**config.mk**
```make
export PLATFORM = sky130hd
export DESIGN_NAME = spi_router
export DESIGN_NICKNAME = d
export VERILOG_FILES = /design/src/rtl/spi_router.sv
export SDC_FILE = /design/constraint.sdc
export NUM_CORES = 1
export LEC_CHECK = 0
export ABC_AREA = 0
export BUFFER_PORTS_ARGS = -buffer_cell sky130_fd_sc_hd__buf_2
export CAP_MARGIN = 20
export CORE_ASPECT_RATIO = 0.8
export CORE_UTILIZATION = 55
export DETAILED_ROUTE_END_ITERATION = 10
export GPL_ROUTABILITY_DRIVEN = 0
export HOLD_SLACK_MARGIN = 0.03
export PLACE_DENSITY_LB_ADDON = 0.05
export RECOVER_POWER = 100
export SLEW_MARGIN = 20
export SYNTH_ARGS = -nofsm -noshare
export SYNTH_HDL_FRONTEND = slang
export SYNTH_SLANG_ARGS = --single-unit
```
**constraint.sdc**
```tcl
create_clock -name clk -period 3.3 [get_ports clk]
set_clock_uncertainty 0.1 [all_clocks]
set_input_delay 0.165 -clock clk [delete_from_list [all_inputs] [get_ports clk]]
set_output_delay 0.165 -clock clk [all_outputs]
set_load 0.05 [all_outputs]
```
**src/rtl/spi_router.sv**
```systemverilog
// spi_router
// Routes one primary SPI master to one of NCH slave channels. The active
// channel is programmed through a slow debug SPI port (mode 0, MSB first)
// that is oversampled in the clk domain. A selection change made while the
// primary ss is active is parked as "pending" and applied once ss is idle.
// Each channel has a saturating transaction counter readable over debug.
//
// Ports:
//   clk, reset        system clock, synchronous active-high reset
//   debug_ss/sclk/mosi debug SPI inputs (asynchronous, synchronised here)
//   debug_miso        debug reply bit, 0 while debug_ss is idle
//   ss, sclk, mosi    primary SPI from the master
//   miso              primary return data (from the selected channel)
//   dev_ss/sclk/mosi  per-channel SPI outputs
//   dev_miso          per-channel return data
//   pending           a selection change is waiting for ss to go idle
module spi_router #(
    parameter int          NCH       = 4,
    parameter logic [15:0] MISO_MASK = 16'h0003,
    parameter int          CNTW      = 8
) (
    input  logic           clk,
    input  logic           reset,
    input  logic           debug_ss,
    input  logic           debug_sclk,
    input  logic           debug_mosi,
    output logic           debug_miso,
    input  logic           ss,
    input  logic           sclk,
    input  logic           mosi,
    output logic           miso,
    output logic [NCH-1:0] dev_ss,
    output logic [NCH-1:0] dev_sclk,
    output logic [NCH-1:0] dev_mosi,
    input  logic [NCH-1:0] dev_miso,
    output logic           pending
);
    localparam logic [4:0]      NCH5    = 5'(NCH);
    localparam logic [CNTW-1:0] CNT_MAX = '1;

    // Synchronisers plus one extra stage per edge-detected signal.
    logic r_dss_s1, r_dss_s2, r_dss_d;
    logic r_dsck_s1, r_dsck_s2, r_dsck_d;
    logic r_dmosi_s1, r_dmosi_s2;
    logic r_ss_s1, r_ss_s2, r_ss_d;

    always_ff @(posedge clk) begin
        if (reset) begin
            r_dss_s1   <= 1'b1;
            r_dss_s2   <= 1'b1;
            r_dss_d    <= 1'b1;
            r_dsck_s1  <= 1'b0;
            r_dsck_s2  <= 1'b0;
            r_dsck_d   <= 1'b0;
            r_dmosi_s1 <= 1'b0;
            r_dmosi_s2 <= 1'b0;
            r_ss_s1    <= 1'b1;
            r_ss_s2    <= 1'b1;
            r_ss_d     <= 1'b1;
        end else begin
            r_dss_s1   <= debug_ss;
            r_dss_s2   <= r_dss_s1;
            r_dss_d    <= r_dss_s2;
            r_dsck_s1  <= debug_sclk;
            r_dsck_s2  <= r_dsck_s1;
            r_dsck_d   <= r_dsck_s2;
            r_dmosi_s1 <= debug_mosi;
            r_dmosi_s2 <= r_dmosi_s1;
            r_ss_s1    <= ss;
            r_ss_s2    <= r_ss_s1;
            r_ss_d     <= r_ss_s2;
        end
    end

    logic w_dss_fall, w_dss_rise, w_dsck_rise, w_dsck_fall, w_ss_fall;
    assign w_dss_fall  = r_dss_d & ~r_dss_s2;
    assign w_dss_rise  = ~r_dss_d & r_dss_s2;
    // debug clock edges only count while the debug port is selected
    assign w_dsck_rise = ~r_dsck_d & r_dsck_s2 & ~r_dss_s2;
    assign w_dsck_fall = r_dsck_d & ~r_dsck_s2 & ~r_dss_s2;
    assign w_ss_fall   = r_ss_d & ~r_ss_s2;

    // Frame assembly. The 3-bit counter wraps to 0 after 8 bits, so a
    // nonzero count at a debug_ss rise always means a partial frame.
    logic [2:0] r_bitcnt;
    logic [7:0] r_shift;
    logic       r_frame_done;

    always_ff @(posedge clk) begin
        if (reset) begin
            r_bitcnt     <= '0;
            r_shift      <= '0;
            r_frame_done <= 1'b0;
        end else begin
            r_frame_done <= 1'b0;
            if (w_dss_fall || w_dss_rise) begin
                r_bitcnt <= '0;
            end else if (w_dsck_rise) begin
                r_shift      <= {r_shift[6:0], r_dmosi_s2};
                r_bitcnt     <= r_bitcnt + 3'd1;
                r_frame_done <= (r_bitcnt == 3'd7);
            end
        end
    end

    // Control state
    logic       r_en, r_pending, r_tgt_en, r_err;
    logic [3:0] r_sel, r_tgt_sel;
    logic [7:0] r_reply;

    logic       w_en_next, w_pending_next, w_tgt_en_next, w_err_next;
    logic [3:0] w_sel_next, w_tgt_sel_next;
    logic [7:0] w_reply_next;
    logic       w_apply, w_idx_ok, w_is_select, w_sel_en, w_reply_status;
    logic [3:0] w_idx;
    logic       w_clr_cmd;
    logic [16*8-1:0] w_cnt_flat;

    assign w_apply   = r_pending & r_ss_s2;
    assign w_idx     = r_shift[3:0];
    assign w_idx_ok  = {1'b0, w_idx} < NCH5;
    assign w_clr_cmd = r_frame_done && (r_shift[7:4] == 4'h4);

    always_comb begin
        w_en_next      = r_en;
        w_sel_next     = r_sel;
        w_pending_next = r_pending;
        w_tgt_en_next  = r_tgt_en;
        w_tgt_sel_next = r_tgt_sel;
        w_err_next     = r_err;
        w_reply_next   = r_reply;
        w_is_select    = 1'b0;
        w_sel_en       = 1'b0;
        w_reply_status = 1'b1;

        if (w_apply) begin
            w_en_next      = r_tgt_en;
            if (r_tgt_en)
                w_sel_next = r_tgt_sel;
            w_pending_next = 1'b0;
        end

        if (r_frame_done) begin
            case (r_shift[7:4])
                4'h0: begin
                    if (w_idx == 4'h0) begin
                        w_reply_next   = {1'b1, r_en, r_pending, r_err, r_sel};
                        w_reply_status = 1'b0;
                        w_err_next     = 1'b0;
                    end else begin
                        w_err_next = 1'b1;
                    end
                end
                4'h1: begin
                    if (w_idx_ok) begin
                        w_is_select = 1'b1;
                        w_sel_en    = 1'b1;
                    end else begin
                        w_err_next = 1'b1;
                    end
                end
                4'h2: begin
                    if (w_idx == 4'h0)
                        w_is_select = 1'b1;
                    else
                        w_err_next = 1'b1;
                end
                4'h3: begin
                    if (w_idx_ok) begin
                        w_reply_next   = w_cnt_flat[{w_idx, 3'b000} +: 8];
                        w_reply_status = 1'b0;
                    end else begin
                        w_err_next = 1'b1;
                    end
                end
                4'h4: begin
                    // the clear itself is performed by the channel counter
                    if (!w_idx_ok)
                        w_err_next = 1'b1;
                end
                default: w_err_next = 1'b1;
            endcase

            // A select always refreshes the target, so if it lands on the
            // same cycle as a pending apply the pending flag survives one
            // more cycle and re-applies the newer selection.
            if (w_is_select) begin
                w_tgt_en_next = w_sel_en;
                if (w_sel_en)
                    w_tgt_sel_next = w_idx;
                if (r_ss_s2) begin
                    w_en_next      = w_sel_en;
                    if (w_sel_en)
                        w_sel_next = w_idx;
                    w_pending_next = r_pending;
                end else begin
                    w_pending_next = 1'b1;
                end
            end

            if (w_reply_status)
                w_reply_next = {1'b1, w_en_next, w_pending_next, w_err_next, w_sel_next};
        end
    end

    always_ff @(posedge clk) begin
        if (reset) begin
            r_en      <= 1'b0;
            r_sel     <= '0;
            r_pending <= 1'b0;
            r_tgt_en  <= 1'b0;
            r_tgt_sel <= '0;
            r_err     <= 1'b0;
            r_reply   <= 8'h80;
        end else begin
            r_en      <= w_en_next;
            r_sel     <= w_sel_next;
            r_pending <= w_pending_next;
            r_tgt_en  <= w_tgt_en_next;
            r_tgt_sel <= w_tgt_sel_next;
            r_err     <= w_err_next;
            r_reply   <= w_reply_next;
        end
    end

    // Reply shifter: bit (7 - count) is next on the wire, so the fall after
    // the 8th rise presents the MSB of the freshly loaded reply.
    logic r_dmiso;
    always_ff @(posedge clk) begin
        if (reset)
            r_dmiso <= 1'b0;
        else if (r_dss_s2)
            r_dmiso <= 1'b0;
        else if (w_dss_fall)
            r_dmiso <= r_reply[7];
        else if (w_dsck_fall)
            r_dmiso <= r_reply[~r_bitcnt];
    end
    assign debug_miso = r_dmiso;

    // Per-channel routing and counters, zero-padded to 16 channels so the
    // 4-bit selection can index them directly.
    logic [15:0] w_miso_ext;

    for (genvar gi = 0; gi < 16; gi++) begin : g_ch
        if (gi < NCH) begin : g_on
            logic [CNTW-1:0] r_cnt;
            always_ff @(posedge clk) begin
                if (reset)
                    r_cnt <= '0;
                else if (w_clr_cmd && (r_shift[3:0] == 4'(gi)))
                    r_cnt <= '0;
                else if (w_ss_fall && r_en && (r_sel == 4'(gi)) && (r_cnt != CNT_MAX))
                    r_cnt <= r_cnt + 1'b1;
            end
            assign w_cnt_flat[gi*8 +: 8] = 8'(r_cnt);
            assign w_miso_ext[gi]        = dev_miso[gi] & MISO_MASK[gi];
            assign dev_ss[gi]            = (r_en && (r_sel == 4'(gi))) ? ss : 1'b1;
            assign dev_sclk[gi]          = sclk;
            assign dev_mosi[gi]          = mosi;
        end else begin : g_off
            assign w_cnt_flat[gi*8 +: 8] = 8'h00;
            assign w_miso_ext[gi]        = 1'b0;
        end
    end

    assign miso    = r_en & w_miso_ext[r_sel];
    assign pending = r_pending;

endmodule

```
After elaboration in Yosys (flattened, before gate mapping). Index checks and enable logic that the tools add are counted.

Logic and storage cells: 146. Register bits after elaboration: 76. Bits of input ports: 12. Output and inout bits: 15.

Reduce and logical (&&, ||, !) cells: 36. $add $sub $neg: 5. Shift operators: 1. Bitwise gates (word level): 17. $lt $le $gt $ge: 3. Multiplexer cells: 41. Equality and inequality tests: 17.

Operators by type and width (number): $shiftx 128x8->8 (1); $add 8x1->8 const B (4); $ne 8x8->1 const B (4); $mux 1 (26); $eq 4x2->1 const B (6); $mux 4 (6); $mux 8 (3); $logic_and 1x1->1 (18); $pmux 8 s2 (1); $eq 4x1->1 const B (3); $logic_not 4->1 (3); $reduce_or 2->1 (6); $and 1x1->1 (9); $not 1->1 (7); $ne 3x3->1 const B (2); $reduce_or 3->1 (2); $lt 4x5->1 const B (1); $bmux 1 s4 (1); $eq 4x3->1 const B (1); $lt 3x4->1 const B (1); $lt 4x3->1 const B (1); $pmux 1 s2 (2); $reduce_and 2->1 (2); $reduce_and 4->1 (1); other kinds (9) (9).

Logic depth before layout (Yosys ltp). Gate-level depths: netlist of the first run.

Depth in word-level cells: 8. Mapped depth: 7. Mapped depth without buffers: 6.

Worst setup path before layout of the first run. Ideal clock, no wire load.

Kind: flip-flop to flip-flop. Start point: reg r_shift[6]. End point: reg r_reply[1]. Clock period less this slack: 2052 ps. Setup time: 123 ps. Cell stages (with the launch flop): 8. Buffers on the path: 2. Setup slack: 1248 ps. Required time: 3077 ps. Data arrival time: 1829 ps. Cell sequence: dfxtp_1 buf_6 or4_4 or3_1 buf_2 nor2_1 a2111oi_0 a311o_2.

Word-level cells in the longest chain between the ends: 7. Elaborated cells between the ends (all ways): 19. Classes of those cells: eq/ne: 5; mux: 11; reduce/logical: 3.

Ends and longest elaborated chain: from (decl) (line 86) `logic [7:0] r_shift;`; from (signal assigned) (line 99) `r_shift <= {r_shift[6:0], r_dmosi_s2};`; $eq 4x1->1 (line 144) `case (r_shift[7:4])`; $mux 1 (line 144); $mux 1 (line 143) `if (r_frame_done) begin`; $mux 4 (line 193) `if (w_sel_en)`; $mux 4 (line 191) `if (r_ss_s2) begin`; $mux 4 (line 187) `if (w_is_select) begin`; $mux 8 (line 201) `if (w_reply_status)`; to (signal assigned) (line 222) `r_reply <= w_reply_next;`; to (decl) (line 109) `logic [7:0] r_reply;`.

Several ways; a longest one is shown, not always the timed one. The select of a mux whose other input is x is not followed. A chain may end at the register's enable or synchronous reset.

Worst setup path after layout of the first run.
Start point: reg r_shift[1]. End point: reg g_ch[0].g_on.r_cnt[1].

Word-level cells in the longest chain between the ends: 3.

Ends and longest elaborated chain: $logic_not 4->1 (line 251) `else if (w_clr_cmd && (r_shift[3:0] == 4'(gi)))`; $logic_and 1x1->1 (line 251); $reduce_or 2->1 (no source line); to (signal assigned) (line 254) `r_cnt <= r_cnt + 1'b1;`; to (decl) (line 247) `logic [CNTW-1:0] r_cnt;`.

No other way between the ends.

==> impl_metrics.tcl, run 1 <==
set metrics [dict create \
    rsz0062_at_grt "false" \
    slew_viol_final 0 \
    seq_area_frac_synth 0.415 \
    num_antenna_cells 0 \
    place_hpwl_mm 5.84 \
    worstPathRequired_ps 3390 \
    htree_levels 3 \
    drt_drc_violations_left 0 \
    hold_viol 0 \
    crit_chain "or4_1, o41ai_1, nor2_1" \
    syn_area_sq_um 3670 \
    core-area_sq_um 6410 \
    die_w_microns 93.3 \
    initial_core_util 0.572 \
    nFillCells 571 \
    drtPass1Iterations 5 \
    num_vias 2925 \
    synth_top_area_frac 0.415 \
    grt_max_degree 31 \
    met2_length_mm 3.23 \
    clockBufferDepth 2 \
    hp-class "in -> out" \
    synth_area_leaders "dfxtp_1 (41%), mux4_2 (6.1%), nor2_1 (5.1%)" \
    powerDensity_nw_per_um2 435 \
    relSlewSlack 0.134 \
    grt_use_total 0.256 \
    cpPeakStageDelay_ps 1130 \
    io_pins 27 \
    worstPathArrival_ps 2800 \
    ys_ff_latch 76 \
    clock-root-buffer "clkbuf_8" \
    status "completed" \
    top_layer_used "met4" \
    route.met3.wl_microns 457 \
    grt_overflow 0 \
    cts_setup_buffers 0 \
    critPathKind "reg -> reg" \
    period_minus_slack_ps 2710 \
    antenna_found_initial 0 \
    period_share 0.821 \
    syn_nets 425 \
    insertion_delay_ps 350 \
    cts_sinks 76 \
    area_delta_synth_final_pct 7.44 \
    wl_met1_mm 4.27 \
    final_util 0.615 \
    fp.dieH_microns 75.0 \
    end_kind "register" \
    critPathLaunchType "register" \
    finalSetupViolations 0 \
    irDropWorstVdd_v 0.000282 \
    numCtsBuffers 9 \
    clkTransAtPathRegs_ps 80 \
    ys_warn_count 0 \
    io_buffers 14 \
    ys_types 51 \
    drtAntennaViolNets 0 \
    wl_per_cell_microns 16.2 \
    synth.largest_area_cell "dfxtp_1" \
    timing.setup.tns_ps 0 \
    critical_path.slowest_cell "o41ai_1" \
    grt_pass1_wl_mm 13.3 \
    fin_hold_ws_ps 230 \
    drv_cap 0 \
    cts_resized 0 \
    clock.fmax_ghz 0.369 \
    dpl-instance-area_sq_um 3720 \
    synth_cells 406 \
    cts_tree "done" \
    critPathMaxFanout 19 \
    r2r_setup_slack_ps 590 \
    tightest_slew_ps 1280 \
    num_rows 26 \
    async_flop_share 0 \
    grt_pass1_vias 2629 \
    syn_area_per_cell_sq_um 9.03 \
    final_area_sq_um 3940 \
    routed_wl_mm 8.06 \
    nets 430 \
    synth_top_flop_cell "dfxtp_1" \
    drt_iter0_drc 218 \
    synth_edf_count 0 \
    drive_above_1_share 0.101 \
    routed_via_density 5.86 \
    leakagePower_nw 1.47 \
    die-area_sq_um 7000 \
    cts_hold_buf 4 \
]
cells in the mapped netlist, drive strengths merged (3+ instances only):
library cell	n
a211oi	4
a21oi	22
a22oi	3
and2	3
and3	8
buf	13
clkbuf	14
dfxtp	76
ha	7
inv	9
mux2i	12
mux4	10
nand2	44
nand3	11
nand4	14
nor2	50
nor2b	6
nor3	12
nor4	4
o211a	4
o21ai	10
o22ai	4
or2	7
or3	5
xnor2	9
xor2	16
sequential cells by signal, summed over array words and instances (netlist names), 3 cells and up:
name             flops
r_shift              8
r_bitcnt             3
r_tgt_sel            4
g_ch.g_on.r_cnt     32
r_sel                4
r_reply              8
path summary, 6_finish.rpt:
path	startpoint	endpoint	cells past startpoint
worst min register to register	r_dss_s1	r_dss_s2	1
worst max register to register	r_shift[1]	g_ch[0].g_on.r_cnt[1]	3
worst max-delay path	r_shift[1]	g_ch[0].g_on.r_cnt[1]	3
worst min-delay path	mosi	dev_mosi[3]	0
worst max-delay path, delay by kind of cell (launching register included):
kind / cells / cell delay (ps)
AO/OA/AOI/OAI: 1 / 1130
flip-flops: 1 / 570
AND/OR/NAND/NOR: 2 / 750
report_power, final:
part           total [mW]  internal [mW]  switching (mW)
Combinational      0.0354         0.0124          0.0229
Sequential          0.925          0.922         0.00289
Clock               0.755          0.419           0.335
layer usage:
metal  global-route usage  vias to the layer above
met5                    0                        -
met4               0.0718                        0
met3               0.0667                        8
met2                0.346                       77
met1                0.398                     1374
li1                     -                     1466
layout by cell type (no fill, tap or decap), drive strengths merged, types with 5 or more instances in the layout:
cell type / count
dfxtp: 76
nor2: 50
nand2: 44
a21oi: 22
clkbuf: 18
xor2: 16
nand4: 14
nor3: 12
mux2i: 12
nand3: 11
mux4: 10
o21ai: 10
inv: 9
xnor2: 9
buf: 9
and3: 8
or2: 7
ha: 7
nor2b: 6
or3: 5
stage by stage:
stage | power (mW) | setup WS, ps | instances
6_report | 1.71 | 591 | 499
4_1_cts | 1.73 | 925 | 499
2_1_floorplan | 0.993 | 1250 | 406
5_1_grt | 1.78 | 339 | 499
3_3_place_gp | 0.978 | 966 | 480
3_5_place_dp | 0.979 | 954 | 480
kinds of logic (layout without fill, tap and decap cells):
| kind of cell | count (synthesis) | after routing | synth area share |
|---|---|---|---|
| and+or+nand+nor | 174 | 174 | 0.232 |
| muxes | 22 | 22 | 0.0942 |
| xor gates and xnor gates | 25 | 25 | 0.0597 |
| buffers and inverters | 36 | 45 | 0.0484 |
| adders and majority gates | 8 | 8 | 0.0266 |
| AOI/OAI and AO/OA | 65 | 65 | 0.124 |
| DFF | 76 | 76 | 0.415 |
area by class of cell:
cell class                 instances  area (sq um)  area share
inverter                           9          33.8     0.00857
sequential                        76          1520       0.386
tap                               84           105      0.0267
multi-input combinational        294          1950       0.495
clock buffer                      10           128      0.0324
clock inverter                     5          77.6      0.0197
timing repair buffer              21           123      0.0311
No activity file was read; power rests on OpenSTA's default activity.
==> run 2: changes to the inputs <==
- clock period: 3.3 -> 2.78 ns (I/O delays scaled with it)
==> run 2 against run 1 <==
Against the previous run:
- power rose by 14%
- cell area is 0.19% higher
- hold slack worse by 52 ps
- combinational power grew 21%
- highest routed layer unchanged
- non-clock buffer count grew 5
- global-route usage fell by 0.43 points
- utilization up 0.12 points
- die area is the same
- clock-buffer cell count fell by 1
- cell count grew 1.2%
- critical path type is now in -> reg
==> impl_metrics.tcl, run 2 (synthesis results as in run 1) <==
set metrics [dict create \
    status "completed" \
    hold_viol 0 \
    finalSetupViolations 0 \
    fin_total_pwr_mw 1.96 \
    place_ws_ps 495 \
    hold_path_depth 0 \
    routed_wl_mm 8.07 \
    worstPathRequired_ps 2930 \
    area_delta_synth_final_pct 7.64 \
    grt_use_total 0.252 \
    drv_cap 0 \
    core-area_sq_um 6410 \
    irDropWorstVdd_v 0.000362 \
    grt_pass1_wl_mm 13.1 \
    drive_above_1_share 0.107 \
    reg_top3 "g_ch.g_on.r_cnt: 32 flops, r_reply: 8 flops, r_shift: 8 flops" \
    drtAntennaViolNets 0 \
    critPathLaunchType "input pin" \
    drt_iter0_drc 209 \
    timing.setup.tns_ps 0 \
    period_share 0.886 \
    fp.dieH_microns 75.0 \
    io_pins 27 \
    final_util 0.616 \
    num_antenna_cells 0 \
    largest_register_ffs 32 \
    grt_overflow 0 \
    critPathKind "in -> reg" \
    rr_endpoint "r_reply[5]" \
    grt_max_degree 31 \
    end_kind "register" \
    timing.final.ws_setup_ps 318 \
    cts_sinks 76 \
    powerDensity_nw_per_um2 496 \
    finalNonFillerCells 505 \
    routed_via_density 5.88 \
    regMostFlops "g_ch.g_on.r_cnt" \
    insertion_delay_ps 360 \
    num_vias 2969 \
    nets 435 \
    clkTransAtPathRegs_ps 80 \
    mostFrequentLayoutCells "dfxtp_1 (76), nor2_1 (50), nand2_1 (44), a21oi_1 (22), xor2_1 (16)" \
    cp-endpoint "r_reply[1]" \
    drtPass1Iterations 5 \
    tightest_slew_ps 1290 \
    critPathMaxFanout 30 \
    clock-root-buffer "clkbuf_8" \
    clockBufferDepth 2 \
    r2r_setup_slack_ps 400 \
    leakagePower_nw 1.48 \
    numCtsBuffers 9 \
    rr_startpoint "r_shift[1]" \
    slew_viol_final 0 \
    die_w_microns 93.3 \
    die-area_sq_um 7000 \
    drt_drc_violations_left 0 \
    initial_core_util 0.572 \
    cts_tree "done" \
    reg2regPathDepth 5 \
    worstPathArrival_ps 2610 \
    rsz0062_at_grt "false" \
    relSlewSlack 0.140 \
    crit_start "reset" \
    grt_pass1_vias 2600 \
    hp-class "in -> out" \
    clock.fmax_ghz 0.406 \
    final_common_cell "dfxtp_1" \
    place_hpwl_mm 5.82 \
    io_buffers 14 \
    wl_per_cell_microns 16.0 \
    num_rows 26 \
    period_minus_slack_ps 2460 \
    htree_levels 3 \
    dp_cells 485 \
    antenna_found_initial 0 \
]
## run 2: cell count changes in the layout (fill, tap and decap cells not counted)
cell / change
clkbuf_1: +3
inv_6: +3
bufinv_16: -2
clkinv_2: -2
clkinv_4: +2
inv_8: +2
and2_0: +1
and2_1: -1
buf_4: +1
clkinvlp_4: -1
## run 2: through the flow
step                cell area, sq um  hold WS [ps]
floorplan                       3670           143
global placement                3760           179
detailed placement              3760           179
CTS                             3990           112
global route                    3950           179
finish                          3950           178
## run 2: report_power, final
part	leakage, nW	internal (mW)	switching (mW)
Clock	0.0986	0.349	0.468
Sequential	0.614	1.09	0.00375
Combinational	0.765	0.0154	0.0273
Total	1.48	1.46	0.499
## run 2: worst min-delay path by stage
stage	from	endpoint	slack, ps
final	mosi	dev_mosi[3]	180
after detailed placement	mosi	dev_mosi[3]	180
after CTS	reset	r_dsck_d	110
after global routing	mosi	dev_mosi[1]	180
after global placement	mosi	dev_mosi[3]	180
after floorplan	debug_ss	r_dss_s1	140
## run 2: metal layers
metal / vias up / routed length, microns / track usage
li1: 1466 / - / -
met1: 1393 / 3940 / 0.367
met2: 99 / 3320 / 0.347
met3: 11 / 717 / 0.0929
met4: 0 / 97 / 0.0752
met5: - / 0 / 0
## run 2: cell type report
type	instances	area (sq um)
clock buffers	9	124
fillers	568	2460
inverters	9	33.8
clock inverters	7	66.3
flip-flops and latches	76	1520
multi-input cells	294	1950
repair buffers	26	145
well taps	84	105
## run 2: critical path: stages
cell and delay, ps:
clkbuf_1 920, inv_1 640, nand2_1 400, a2111oi_0 130, a311o_2 360
## run 2: what timing repair did
| action | CTS | global route |
|---|---|---|
| gates resized for setup | 0 | 0 |
| hold buffers | 4 | 0 |
| buffers inserted | 0 | 0 |
| endpoints found under the setup margin | 0 | 0 |
| hold endpoints to repair | 4 | 0 |
==> run 3: changes to the inputs <==
- CELL_PAD_IN_SITES_DETAIL_PLACEMENT: unset -> 1
- CELL_PAD_IN_SITES_GLOBAL_PLACEMENT: unset -> 1
- CORE_UTILIZATION: 55 -> 46
==> run 3 against run 2 <==
Against the previous run:
- flip-flop and latch count unchanged
- sequential share of layout area fell by 0.35 points
- die area increased by 19%
- cell area rose by 0.92%
- maximum frequency barely moved
==> impl_metrics.tcl, run 3 (synthesis results as in run 1) <==
set metrics [dict create \
    status "completed" \
    timing.setup.tns_ps 0 \
    place_hpwl_mm 6.87 \
    nFillCells 929 \
    clockPowerShare 0.416 \
    crit_buf_inv 0 \
    fp.dieH_microns 81.9 \
    insertion_delay_ps 360 \
    cpPeakStageDelay_ps 630 \
    area_delta_synth_final_pct 8.63 \
    num_antenna_cells 0 \
    drtPass1Iterations 4 \
    clock-root-buffer "clkbuf_8" \
    regMostFlops "g_ch.g_on.r_cnt" \
    irDropWorstVdd_v 0.000343 \
    io_buffers 14 \
    relSlewSlack 0.124 \
    die-area_sq_um 8340 \
    rsz0062_at_grt "false" \
    slew_viol_final 0 \
    leakagePower_nw 1.48 \
    p_int_mw 1.46 \
    routed_wl_mm 9.54 \
    drtAntennaViolNets 0 \
    die_w_microns 102 \
    cts_sinks 76 \
    core-area_sq_um 7570 \
    finalNonFillerCells 528 \
    largest_register_ffs 32 \
    clkTransAtPathRegs_ps 80 \
    hp-class "in -> out" \
    hp-start "sclk" \
    critical_path.slowest_cell "nor4_1" \
    routed_via_density 5.79 \
    drt_iter0_drc 188 \
    grt_pass1_vias 2975 \
    switching_share 0.256 \
    num_rows 28 \
    clockBufferDepth 2 \
    hold_path_depth 0 \
    antenna_found_initial 0 \
    critPathLaunchType "register" \
    powerDensity_nw_per_um2 491 \
    drive_above_1_share 0.111 \
    rr_startpoint "r_shift[1]" \
    grt_max_degree 31 \
    drv_cap 0 \
    worstPathRequired_ps 2930 \
    final_common_cell "dfxtp_1" \
    period_minus_slack_ps 2460 \
    numCtsBuffers 9 \
    rr_endpoint "r_reply[5]" \
    clock.fmax_ghz 0.407 \
    critPathKind "reg -> reg" \
    initial_core_util 0.485 \
    end_kind "register" \
    finalSetupViolations 0 \
    nets 437 \
    dp_cells 508 \
    power.share.sequential 0.561 \
    tightest_slew_ps 1310 \
    grt_use_total 0.247 \
    critPathMaxFanout 19 \
    reg2regPathDepth 5 \
    period_share 0.885 \
    wl_per_cell_microns 18.1 \
    crit_chain "nor4_1, and2_0, nor2_1, maj3_1, a311oi_1" \
    reg_top3 "g_ch.g_on.r_cnt: 32 flops, r_reply: 8 flops, r_shift: 8 flops" \
    num_vias 3058 \
    p_switching_uw 501 \
    drt_drc_violations_left 0 \
    cts_tree "done" \
    r2r_setup_slack_ps 320 \
    worstPathArrival_ps 2610 \
    hold_end "dev_sclk[0]" \
    hold_viol 0 \
    io_pins 27 \
    grt_overflow 0 \
    mostFrequentLayoutCells "dfxtp_1 (76), nor2_1 (50), nand2_1 (44), a21oi_1 (22), xor2_1 (16)" \
    htree_levels 3 \
    grt_pass1_wl_mm 15.4 \
    path_delay_family "simple AND/OR/NAND/NOR gates" \
    pwr-share-comb 0.023 \
]
==> run 3: layer usage <==
metal  share of wire  GRT usage  routed length, microns
met1            0.49      0.349                    4710
met4          0.0063     0.0457                      60
met3           0.058     0.0630                     558
met5               0          0                       0
met2            0.44      0.384                    4210
==> run 3: how the worst max path moves through the flow <==
| stage | from | end | cells past startpoint |
|---|---|---|---|
| 4_1_cts | r_shift[1] | r_reply[5] | 5 |
| 3_5_place_dp | r_shift[1] | r_reply[5] | 5 |
| 2_1_floorplan | r_shift[6] | r_reply[1] | 7 |
| 5_1_grt | r_shift[1] | r_reply[5] | 5 |
| 6_report | r_shift[1] | r_reply[5] | 5 |
| 3_3_place_gp | r_shift[1] | r_reply[5] | 5 |
==> run 3: cell type report <==
type                    count  area [sq um]  share of cell area
well taps                 105           131              0.0330
repair buffers             28           153              0.0383
multi-input cells         294          1960               0.491
flip-flops and latches     76          1520               0.382
clock inverters             7          63.8              0.0160
inverters                   9          33.8             0.00848
clock buffers               9           124              0.0311
==> run 3: power groups by stage <==
stage                     combinational (mW)  clock (mW)  sequential (mW)
after floorplan                       0.0566           0             1.12
after global placement                0.0425           0             1.12
after detailed placement              0.0425           0             1.12
after CTS                             0.0476       0.841             1.10
after global routing                  0.0496       0.881             1.10
final                                 0.0447       0.814             1.10
==> run 3: per-stage QoR <==
stage               setup slack, ps  area (sq um)  hold slack (ps)  power [mW]  utilization
floorplan                       728          3670              143        1.18            -
global placement                455          3800              179        1.17        0.502
detailed placement              388          3800              179        1.17        0.502
CTS                             355          4030              116        1.99        0.532
global route                    136          3980              178        2.03        0.526
finish                          320          3980              178        1.96        0.526
==> run 3: what timing repair did <==
action                                 CTS  global route
setup endpoints to repair                0             0
resized for setup                        0             0
endpoints found under the hold margin    4             0
setup buffers                            0             0
hold buffers                             4             0
